--- src/rtl/mnist_infer_sequencer.sv ---
// mnist_infer_sequencer: control sequencer for one MNIST inference pass.
// Per start: clear accumulators, load biases, stream pixel addresses with a
// ROM-latency-matched valid, drain the MAC pipeline, then scan for the argmax.
// Ports:
//   clk, rst            clock, asynchronous active-high reset
//   i_start             begin inference (sampled only in IDLE)
//   o_busy              high in every state except IDLE
//   o_acc_clear         one-cycle accumulator clear pulse
//   o_bias_addr         bias ROM address
//   o_bias_load         one-hot bias load strobe, aligned to ROM latency
//   o_pixel_addr        pixel/weight ROM address
//   o_pixel_valid       ROM data valid for the MAC array
//   o_acc_sel           accumulator read-mux select
//   i_acc_data          signed accumulator[o_acc_sel]
//   o_class_out         predicted class
//   o_class_score       winning accumulator value
//   o_done              one-cycle completion pulse
//   o_result_valid      class outputs hold a valid result
module mnist_infer_sequencer #(
   parameter int unsigned NUM_PIXELS  = 784,
   parameter int unsigned NUM_CLASSES = 10,
   parameter int unsigned MEM_LATENCY = 2,
   parameter int unsigned MAC_LATENCY = 1,
   parameter int unsigned ACC_W       = 24
) (
   input  logic                    clk,
   input  logic                    rst,
   input  logic                    i_start,
   output logic                    o_busy,
   output logic                    o_acc_clear,
   output logic [3:0]              o_bias_addr,
   output logic [NUM_CLASSES-1:0]  o_bias_load,
   output logic [11:0]             o_pixel_addr,
   output logic                    o_pixel_valid,
   output logic [3:0]              o_acc_sel,
   input  logic signed [ACC_W-1:0] i_acc_data,
   output logic [3:0]              o_class_out,
   output logic signed [ACC_W-1:0] o_class_score,
   output logic                    o_done,
   output logic                    o_result_valid
);

   localparam int unsigned DRAIN_CYC = MEM_LATENCY + MAC_LATENCY;
   localparam int unsigned DRAIN_W   = $clog2(DRAIN_CYC + 1);
   localparam logic [3:0]         LAST_CLASS = 4'(NUM_CLASSES - 1);
   localparam logic [11:0]        LAST_PIXEL = 12'(NUM_PIXELS - 1);
   localparam logic [DRAIN_W-1:0] LAST_DRAIN = DRAIN_W'(DRAIN_CYC - 1);

   typedef enum logic [2:0] {
      S_IDLE, S_CLEAR, S_BIAS, S_STREAM, S_DRAIN, S_ARGMAX, S_DONE
   } state_t;

   state_t                  r_state, w_state_nxt;
   logic [3:0]              r_bias_addr, w_bias_addr_nxt;
   logic [11:0]             r_pixel_addr, w_pixel_addr_nxt;
   logic [3:0]              r_acc_sel, w_acc_sel_nxt;
   logic [DRAIN_W-1:0]      r_drain_cnt, w_drain_cnt_nxt;
   logic [3:0]              r_best_idx, w_best_idx_nxt;
   logic signed [ACC_W-1:0] r_best_score, w_best_score_nxt;
   logic [3:0]              r_class_out, w_class_out_nxt;
   logic signed [ACC_W-1:0] r_class_score, w_class_score_nxt;
   logic                    r_result_valid, w_result_valid_nxt;
   logic                    r_busy, r_acc_clear, r_done;

   // Issue-to-strobe delay lines, MEM_LATENCY stages deep
   logic [NUM_CLASSES-1:0]  r_bl_dly [MEM_LATENCY];
   logic                    r_pv_dly [MEM_LATENCY];
   logic [NUM_CLASSES-1:0]  w_bias_onehot;

   assign w_bias_onehot = {{(NUM_CLASSES-1){1'b0}}, 1'b1} << r_bias_addr;

   // Next-state, counter and result decode
   always_comb begin
      w_state_nxt        = r_state;
      w_bias_addr_nxt    = r_bias_addr;
      w_pixel_addr_nxt   = r_pixel_addr;
      w_acc_sel_nxt      = r_acc_sel;
      w_drain_cnt_nxt    = r_drain_cnt;
      w_best_idx_nxt     = r_best_idx;
      w_best_score_nxt   = r_best_score;
      w_class_out_nxt    = r_class_out;
      w_class_score_nxt  = r_class_score;
      w_result_valid_nxt = r_result_valid;
      case (r_state)
         S_IDLE: begin
            if (i_start) begin
               w_state_nxt        = S_CLEAR;
               w_bias_addr_nxt    = '0;
               w_pixel_addr_nxt   = '0;
               w_acc_sel_nxt      = '0;
               w_drain_cnt_nxt    = '0;
               w_result_valid_nxt = 1'b0;
            end
         end
         S_CLEAR: w_state_nxt = S_BIAS;
         S_BIAS: begin
            if (r_bias_addr == LAST_CLASS) w_state_nxt = S_STREAM;
            else w_bias_addr_nxt = r_bias_addr + 4'd1;
         end
         S_STREAM: begin
            if (r_pixel_addr == LAST_PIXEL) w_state_nxt = S_DRAIN;
            else w_pixel_addr_nxt = r_pixel_addr + 12'd1;
         end
         S_DRAIN: begin
            if (r_drain_cnt == LAST_DRAIN) w_state_nxt = S_ARGMAX;
            else w_drain_cnt_nxt = r_drain_cnt + DRAIN_W'(1);
         end
         S_ARGMAX: begin
            // Strict signed compare: ties keep the lower index
            if (r_acc_sel == 4'd0 || i_acc_data > r_best_score) begin
               w_best_idx_nxt   = r_acc_sel;
               w_best_score_nxt = i_acc_data;
            end
            if (r_acc_sel == LAST_CLASS) w_state_nxt = S_DONE;
            else w_acc_sel_nxt = r_acc_sel + 4'd1;
         end
         S_DONE:  w_state_nxt = S_IDLE;
         default: w_state_nxt = S_IDLE;
      endcase
      // Result registers load on the edge that enters DONE
      if (w_state_nxt == S_DONE) begin
         w_class_out_nxt    = w_best_idx_nxt;
         w_class_score_nxt  = w_best_score_nxt;
         w_result_valid_nxt = 1'b1;
      end
   end

   // State and registered outputs
   always_ff @(posedge clk or posedge rst) begin
      if (rst) begin
         r_state        <= S_IDLE;
         r_bias_addr    <= '0;
         r_pixel_addr   <= '0;
         r_acc_sel      <= '0;
         r_drain_cnt    <= '0;
         r_best_idx     <= '0;
         r_best_score   <= '0;
         r_class_out    <= '0;
         r_class_score  <= '0;
         r_result_valid <= 1'b0;
         r_busy         <= 1'b0;
         r_acc_clear    <= 1'b0;
         r_done         <= 1'b0;
      end else begin
         r_state        <= w_state_nxt;
         r_bias_addr    <= w_bias_addr_nxt;
         r_pixel_addr   <= w_pixel_addr_nxt;
         r_acc_sel      <= w_acc_sel_nxt;
         r_drain_cnt    <= w_drain_cnt_nxt;
         r_best_idx     <= w_best_idx_nxt;
         r_best_score   <= w_best_score_nxt;
         r_class_out    <= w_class_out_nxt;
         r_class_score  <= w_class_score_nxt;
         r_result_valid <= w_result_valid_nxt;
         r_busy         <= (w_state_nxt != S_IDLE);
         r_acc_clear    <= (w_state_nxt == S_CLEAR);
         r_done         <= (w_state_nxt == S_DONE);
      end
   end

   // Delay lines keep shifting across state boundaries
   always_ff @(posedge clk or posedge rst) begin
      if (rst) begin
         for (int i = 0; i < int'(MEM_LATENCY); i++) begin
            r_bl_dly[i] <= '0;
            r_pv_dly[i] <= 1'b0;
         end
      end else begin
         r_bl_dly[0] <= (r_state == S_BIAS) ? w_bias_onehot : '0;
         r_pv_dly[0] <= (r_state == S_STREAM);
         for (int i = 1; i < int'(MEM_LATENCY); i++) begin
            r_bl_dly[i] <= r_bl_dly[i-1];
            r_pv_dly[i] <= r_pv_dly[i-1];
         end
      end
   end

   assign o_busy         = r_busy;
   assign o_acc_clear    = r_acc_clear;
   assign o_bias_addr    = r_bias_addr;
   assign o_bias_load    = r_bl_dly[MEM_LATENCY-1];
   assign o_pixel_addr   = r_pixel_addr;
   assign o_pixel_valid  = r_pv_dly[MEM_LATENCY-1];
   assign o_acc_sel      = r_acc_sel;
   assign o_class_out    = r_class_out;
   assign o_class_score  = r_class_score;
   assign o_done         = r_done;
   assign o_result_valid = r_result_valid;

endmodule

--- config.mk ---
export PLATFORM = sky130hd
export DESIGN_NAME = mnist_infer_sequencer
export DESIGN_NICKNAME = d
export VERILOG_FILES = /design/src/rtl/mnist_infer_sequencer.sv
export SDC_FILE = /design/constraint.sdc
export NUM_CORES = 1
export LEC_CHECK = 0
export CAP_MARGIN = 20
export CORE_MARGIN = 5
export CORE_UTILIZATION = 48
export DETAILED_ROUTE_END_ITERATION = 10
export PLACE_DENSITY = 0.82
export RECOVER_POWER = 100
export SLEW_MARGIN = 20
export SYNTH_ARGS = -nofsm -noshare
export SYNTH_HDL_FRONTEND = slang
export SYNTH_SLANG_ARGS = --single-unit
--- constraint.sdc ---
create_clock -name clk -period 4 [get_ports clk]
set_input_delay 1 -clock clk [delete_from_list [all_inputs] [get_ports clk]]
set_output_delay 1 -clock clk [all_outputs]
set_load 0.03 [all_outputs]
**After elaboration in Yosys (flattened, before gate mapping)**

Index checks and enable logic that the tools add are counted.

- Register bits: 107
- Input port bits: 27
- Output and inout bits: 63
- Logic and storage cells: 79

- $add $sub $neg: 4
- Magnitude comparators: 1
- Eq/ne operators: 16
- Shift operators: 1
- Mux-type cells: 25
- Reductions and logical operators: 15

Operators with widths:

| kind | number |
|---|---|
| two-way mux 24 bit | 2 |
| > comparator 24 bit | 1 |
| two-way mux 12 bit | 2 |
| case mux 12 bit (2 select lines) | 1 |
| two-way mux 4 bit | 5 |
| case mux 3 bit (6 select lines) | 1 |
| case mux 4 bit (2 select lines) | 2 |
| two-way mux 3 bit | 5 |
| adder 12 x 1 -> 12 bit, second input constant | 1 |
| equality test 12 x 10 -> 1 bit, second input constant | 1 |
| AND reduction 3 bit | 4 |
| nonzero test 2 bit | 6 |
| two-way mux 10 bit | 1 |
| inequality test 2 bit, second input constant | 5 |
| left shift 1 x 4 -> 10 bit, first input constant | 1 |
| equality test 3 bit, second input constant | 3 |
| adder 4 x 1 -> 4 bit, second input constant | 2 |
| equality test 4 bit, second input constant | 2 |
| equality test 3 x 1 -> 1 bit, second input constant | 2 |
| equality test 3 x 2 -> 1 bit, second input constant | 2 |
| zero test 4 bit | 1 |
| two-way mux 2 bit | 2 |
| case mux 2 bit (2 select lines) | 1 |
| zero test 3 bit | 1 |
| other kinds (6) | 8 |

**Depth between registers and ports, before layout**

- Depth in word-level cells: 6
- Gate-level depth with buffers: 11

**Least setup slack after synthesis**

Ideal clock, no wire load.

- Path type: input -> register
- Start point: input port i_acc_data[11]
- End point: register r_best_score[10]
- Setup time: 125 ps
- Arrival: 3,097 ps
- Slack: 779 ps
- Stages: 8
- Path buffers: 1
- Cell sequence: ha_1 -> nand4_1 -> or4_1 -> nor3_2 -> nor2_2 -> a31oi_4 -> buf_6 -> mux2_2

- Word-level cells in the longest chain between the ends: 4

Ends and longest elaborated chain:

| what | line | RTL |
|---|---|---|
| start, declared | 36 | `input logic signed [ACC_W-1:0] i_acc_data,` |
| > comparator 24 bit | 110 | `if (r_acc_sel == 4'd0 \|\| i_acc_data > r_best_score) begin` |
| logical OR 1 bit | 110 |  |
| two-way mux 24 bit | 110 |  |
| two-way mux 24 bit | 84 | `case (r_state)` |
| net w_best_score_nxt[10] | 59 | `logic signed [ACC_W-1:0] r_best_score, w_best_score_nxt;` |
| end signal, assigned | 151 | `r_best_score <= w_best_score_nxt;` |
| end, declared | 59 |  |

The timed path passes the listed nets, and every way through them passes these cells.
A chain may end at the register's enable or synchronous reset.

**Final worst setup path**

- Start point: input port i_acc_data[17]
- End point: register r_best_idx[1]

- Word-level cells in the longest chain between the ends: 4

Ends and longest elaborated chain:

| what | line | RTL |
|---|---|---|
| > comparator 24 bit | 110 |  |
| logical OR 1 bit | 110 |  |
| two-way mux 4 bit | 110 |  |
| two-way mux 4 bit | 84 |  |
| net w_best_idx_nxt[1] | 58 | `logic [3:0] r_best_idx, w_best_idx_nxt;` |
| end signal, assigned | 150 | `r_best_idx <= w_best_idx_nxt;` |
| end, declared | 58 |  |

The timed path passes the listed nets, and every way through them passes these cells.

==> run_results.csv <==
group,metric,value,unit
run_status,status,"complete, but fails checks",
run_status,failed_checks,"max-capacitance violations, max-slew violations",
drt,first_pass_iters,4,
drt,ant_nets,0,
finish,final_util,59.5,%
timing,hold_viol,0,
global_route,grt_max_degree,62,
critical_path,worstSetupPathType,"in -> reg",
timing,finalMaxSlewViolations,47,
critical_path,crit_slowest_cell,"dlygate4sd3_1",
clocking,cts_setup_buffers,0,
finish,design_area,6390,µm²
drt,first_iter_violations,302,
yosys,ys.flop_type,"dfrtp_1",
finish,fin_nets,649,
placed_design,place_inst,716,
drt,drt-wirelength-per-cell,16.2,µm
clocking,cts_root_buffer,"clkbuf_8",
placed_design,postPlaceCellArea,6200,µm²
global_route,grt_pass1_vias,4145,
yosys,synth_enable_flop_cells,0,
placed_design,hpwl,8470,µm
finish,final_cells,731,
timing,fin_setup_tns,0,ns
timing,tightestPinTransition,2.05,ns
yosys,synth-seq-area-share,51.4,%
die,placementRows,38,
timing,relSlewSlack,-37.6,%
global_route,grt_pass1_wl,20100,µm
yosys,postSynthCellCount,506,
clocking,ctsHoldBuffers,0,
yosys,synth_cell_types,49,
drt,via_per_inst,5.52,
global_route,gr-total-overflow,0,
timing,clock-skew-final,0.0133,ns
drt,drc,0,
timing,fmax,280,MHz
run,cap_violations,1,
critical_path,rrSetupSlack,0.63,ns
critical_path,slowest_delay,0.59,ns
die,die_h,114,µm
die,initial_core_util,48.5,%
die,coreArea,10700,µm²
placed_design,gp_congestion,0.849,
clocking,clkTransAtPathRegs,0.09,ns
timing,timing.final.crit_share,89.3,%
clocking,clock-sinks,107,
critical_path,r2r-start,"r_state[1]",
clocking,ctsResizeCount,0,
timing,fin_crit,3.57,ns
yosys,ys_ff_latch,107,
critical_path,crit_path_start,"i_acc_data[17]",
clocking,h-tree-depth,3,
yosys,syn_nets,568,
worst_hold_path,hold_class,"reg -> reg",
placed_design,portBuffers,89,
die,die_w,114,µm
timing,finalSetupViolCount,0,
drt,vias,4032,
die,num_io_pins,90,
critical_path,end_kind,"register",
worst_hold_path,hp-start,"r_bl_dly[14]",
drt,wirelength,11900,µm
finish,drive_above_1_share,9.48,%
yosys,syn_avg_cell_area,10.3,µm²
critical_path,crit_path_start_kind,"primary input",
timing,rsz0062_at_grt,"false",
clocking,numCtsBuffers,9,
finish,insertedDiodeCount,0,
critical_path,worstPathRequired,4.25,ns
critical_path,arrival,3.82,ns
yosys,synth_area,5210,µm²
die,die_area,13000,µm²
yosys,yosysWarnings,0,
critical_path,worstPathCellList,"dlygate4sd3_1 > ha_1 > nand4_1 > or4_1 > nor3_1 > nor2_1 > a31oi_4 > buf_4 > mux2_2",
critical_path,crit_fanout,18,
yosys,synth_async_sr_flop_share,100,%
clocking,clk_latency,0.37,ns
power,p_leak,2.87,nW
power,powerDensity,313,nW/µm²
global_route,grt.total_usage,19.1,%
clocking,cts.path.max_buffers,2,
power,ir_worst_vdd,0.000172,V
clocking,cts_tree,"built",
global_route,antenna_found_initial,0,
finish,syn_to_final_growth,22.8,%
==> cell type report <==
type	instances	area [µm²]
Inverter	39	148
Multi-Input combinational cell	331	2210
Tap cell	140	175
Timing Repair Buffer	99	971
Clock buffer	10	128
Sequential cell	107	2680
Clock inverter	5	85.1
Fill cell	929	4350
==> critical path: cells and delay by family <==
family,cells,cell delay [ns]
muxes,1,0.37
and+or+nand+nor,4,1.03
adders and majority gates,1,0.34
AOI/OAI and AO/OA,1,0.19
buffers and inverters,2,0.88
==> metrics by stage <==
stage               total power [W]  hold slack [ns]  setup slack (ns)
floorplan                   0.00122            0.331             0.183
global placement            0.00131            0.332             0.305
detailed placement          0.00131            0.335             0.200
CTS                         0.00202            0.357             0.596
global route                0.00208            0.360             0.235
finish                      0.00200            0.355             0.426
==> worst paths after layout <==
| kind | endpoint | depth (start not counted) |
|---|---|---|
| min | o_bias_load[4] | 0 |
| min in group asynchronous | o_bias_load[8] | 2 |
| max in group asynchronous | r_best_score[22] | 3 |
| min reg2reg | o_bias_load[4] | 0 |
| max reg2reg | o_class_score[18] | 7 |
| max | r_best_idx[1] | 9 |
==> sequential cells by signal, indices dropped and copies added (netlist names), 2 cells and up <==
signal	flops
o_class_score	24
r_best_score	24
r_state	3
o_pixel_addr	12
o_bias_load	10
r_drain_cnt	2
o_acc_sel	4
o_class_out	4
r_best_idx	4
o_bias_addr	4
r_bl_dly	10
==> per-layer routing <==
metal | wire, µm | up-vias | share of wire, % | GRT usage (%)
met4 | 209 | 0 | 1.8 | 6.97
met3 | 694 | 16 | 5.8 | 4.33
li1 | - | 1937 | - | -
met5 | 0 | - | 0 | 0
met1 | 5140 | 1972 | 43 | 24.7
met2 | 5830 | 107 | 49 | 31.6
==> where the power goes <==
group | internal (W) | switching (W)
logic | 0.0000679 | 0.000114
clock network | 0.000354 | 0.000362
registers | 0.00109 | 0.00000627
total | 0.00152 | 0.000483
==> cell families (layout without fill, tap and decap cells) <==
kind of cell / count (synthesis) / count (layout) / synth area share [%]
AO/OA/AOI/OAI: 125 / 125 / 14.3
XOR/XNOR: 9 / 9 / 1.51
adder cells (fa/ha/maj): 35 / 35 / 8.41
buffers and inverters: 68 / 153 / 5.91
flip-flops: 107 / 107 / 51.4
multiplexers: 27 / 27 / 5.84
AND/OR/NAND/NOR: 135 / 135 / 12.6
==> synth_stat cells (2+ instances only) <==
cell / count / area (µm²)
dfrtp_1: 107 / 2680
nor2_1: 50 / 188
a21oi_1: 41 / 205
inv_1: 38 / 143
o21ai_0: 36 / 180
ha_1: 35 / 438
mux2_2: 27 / 304
nand2_1: 27 / 101
a31oi_1: 26 / 163
clkbuf_1: 16 / 60.1
buf_4: 10 / 75.1
nand3_1: 10 / 50.1
nand4_1: 10 / 62.6
and2_1: 6 / 37.5
nor3_1: 5 / 25.0
or3_1: 5 / 31.3
xnor2_1: 5 / 43.8
and3_1: 4 / 25.0
xor2_1: 4 / 35.0
and4_1: 3 / 26.3
nand2b_1: 3 / 18.8
o31ai_1: 3 / 22.5
a211oi_1: 2 / 15.0
a32o_1: 2 / 20.0
buf_6: 2 / 22.5
nor2b_1: 2 / 12.5
nor3_2: 2 / 20.0
o311ai_0: 2 / 17.5
or2_2: 2 / 12.5
or4b_2: 2 / 20.0
==> placed cells by master, fill, tap and decap left out, types with 2 or more instances in the layout <==
cell             instances
a211oi_1                 2
or3_1                    5
nand2_1                 27
and4_1                   3
a31oi_1                 26
and3_1                   4
dfrtp_1                107
clkbuf_8                 9
o31ai_1                  3
clkdlybuf4s50_1         23
nor3_1                   7
a21oi_1                 41
mux2_2                  27
o21ai_0                 37
or4b_2                   2
a32o_1                   2
inv_1                   37
xnor2_1                  5
nand3_1                 10
nor2b_1                  2
and2_0                   5
dlygate4sd3_1           66
ha_1                    35
nor2_1                  51
nand2b_1                 3
o311ai_0                 2
or2_2                    2
clkbuf_1                 3
xor2_1                   4
bufinv_16                2
buf_4                    7
inv_6                    2
nand4_1                 10
Note: power is estimated with default switching activity, not from simulation.
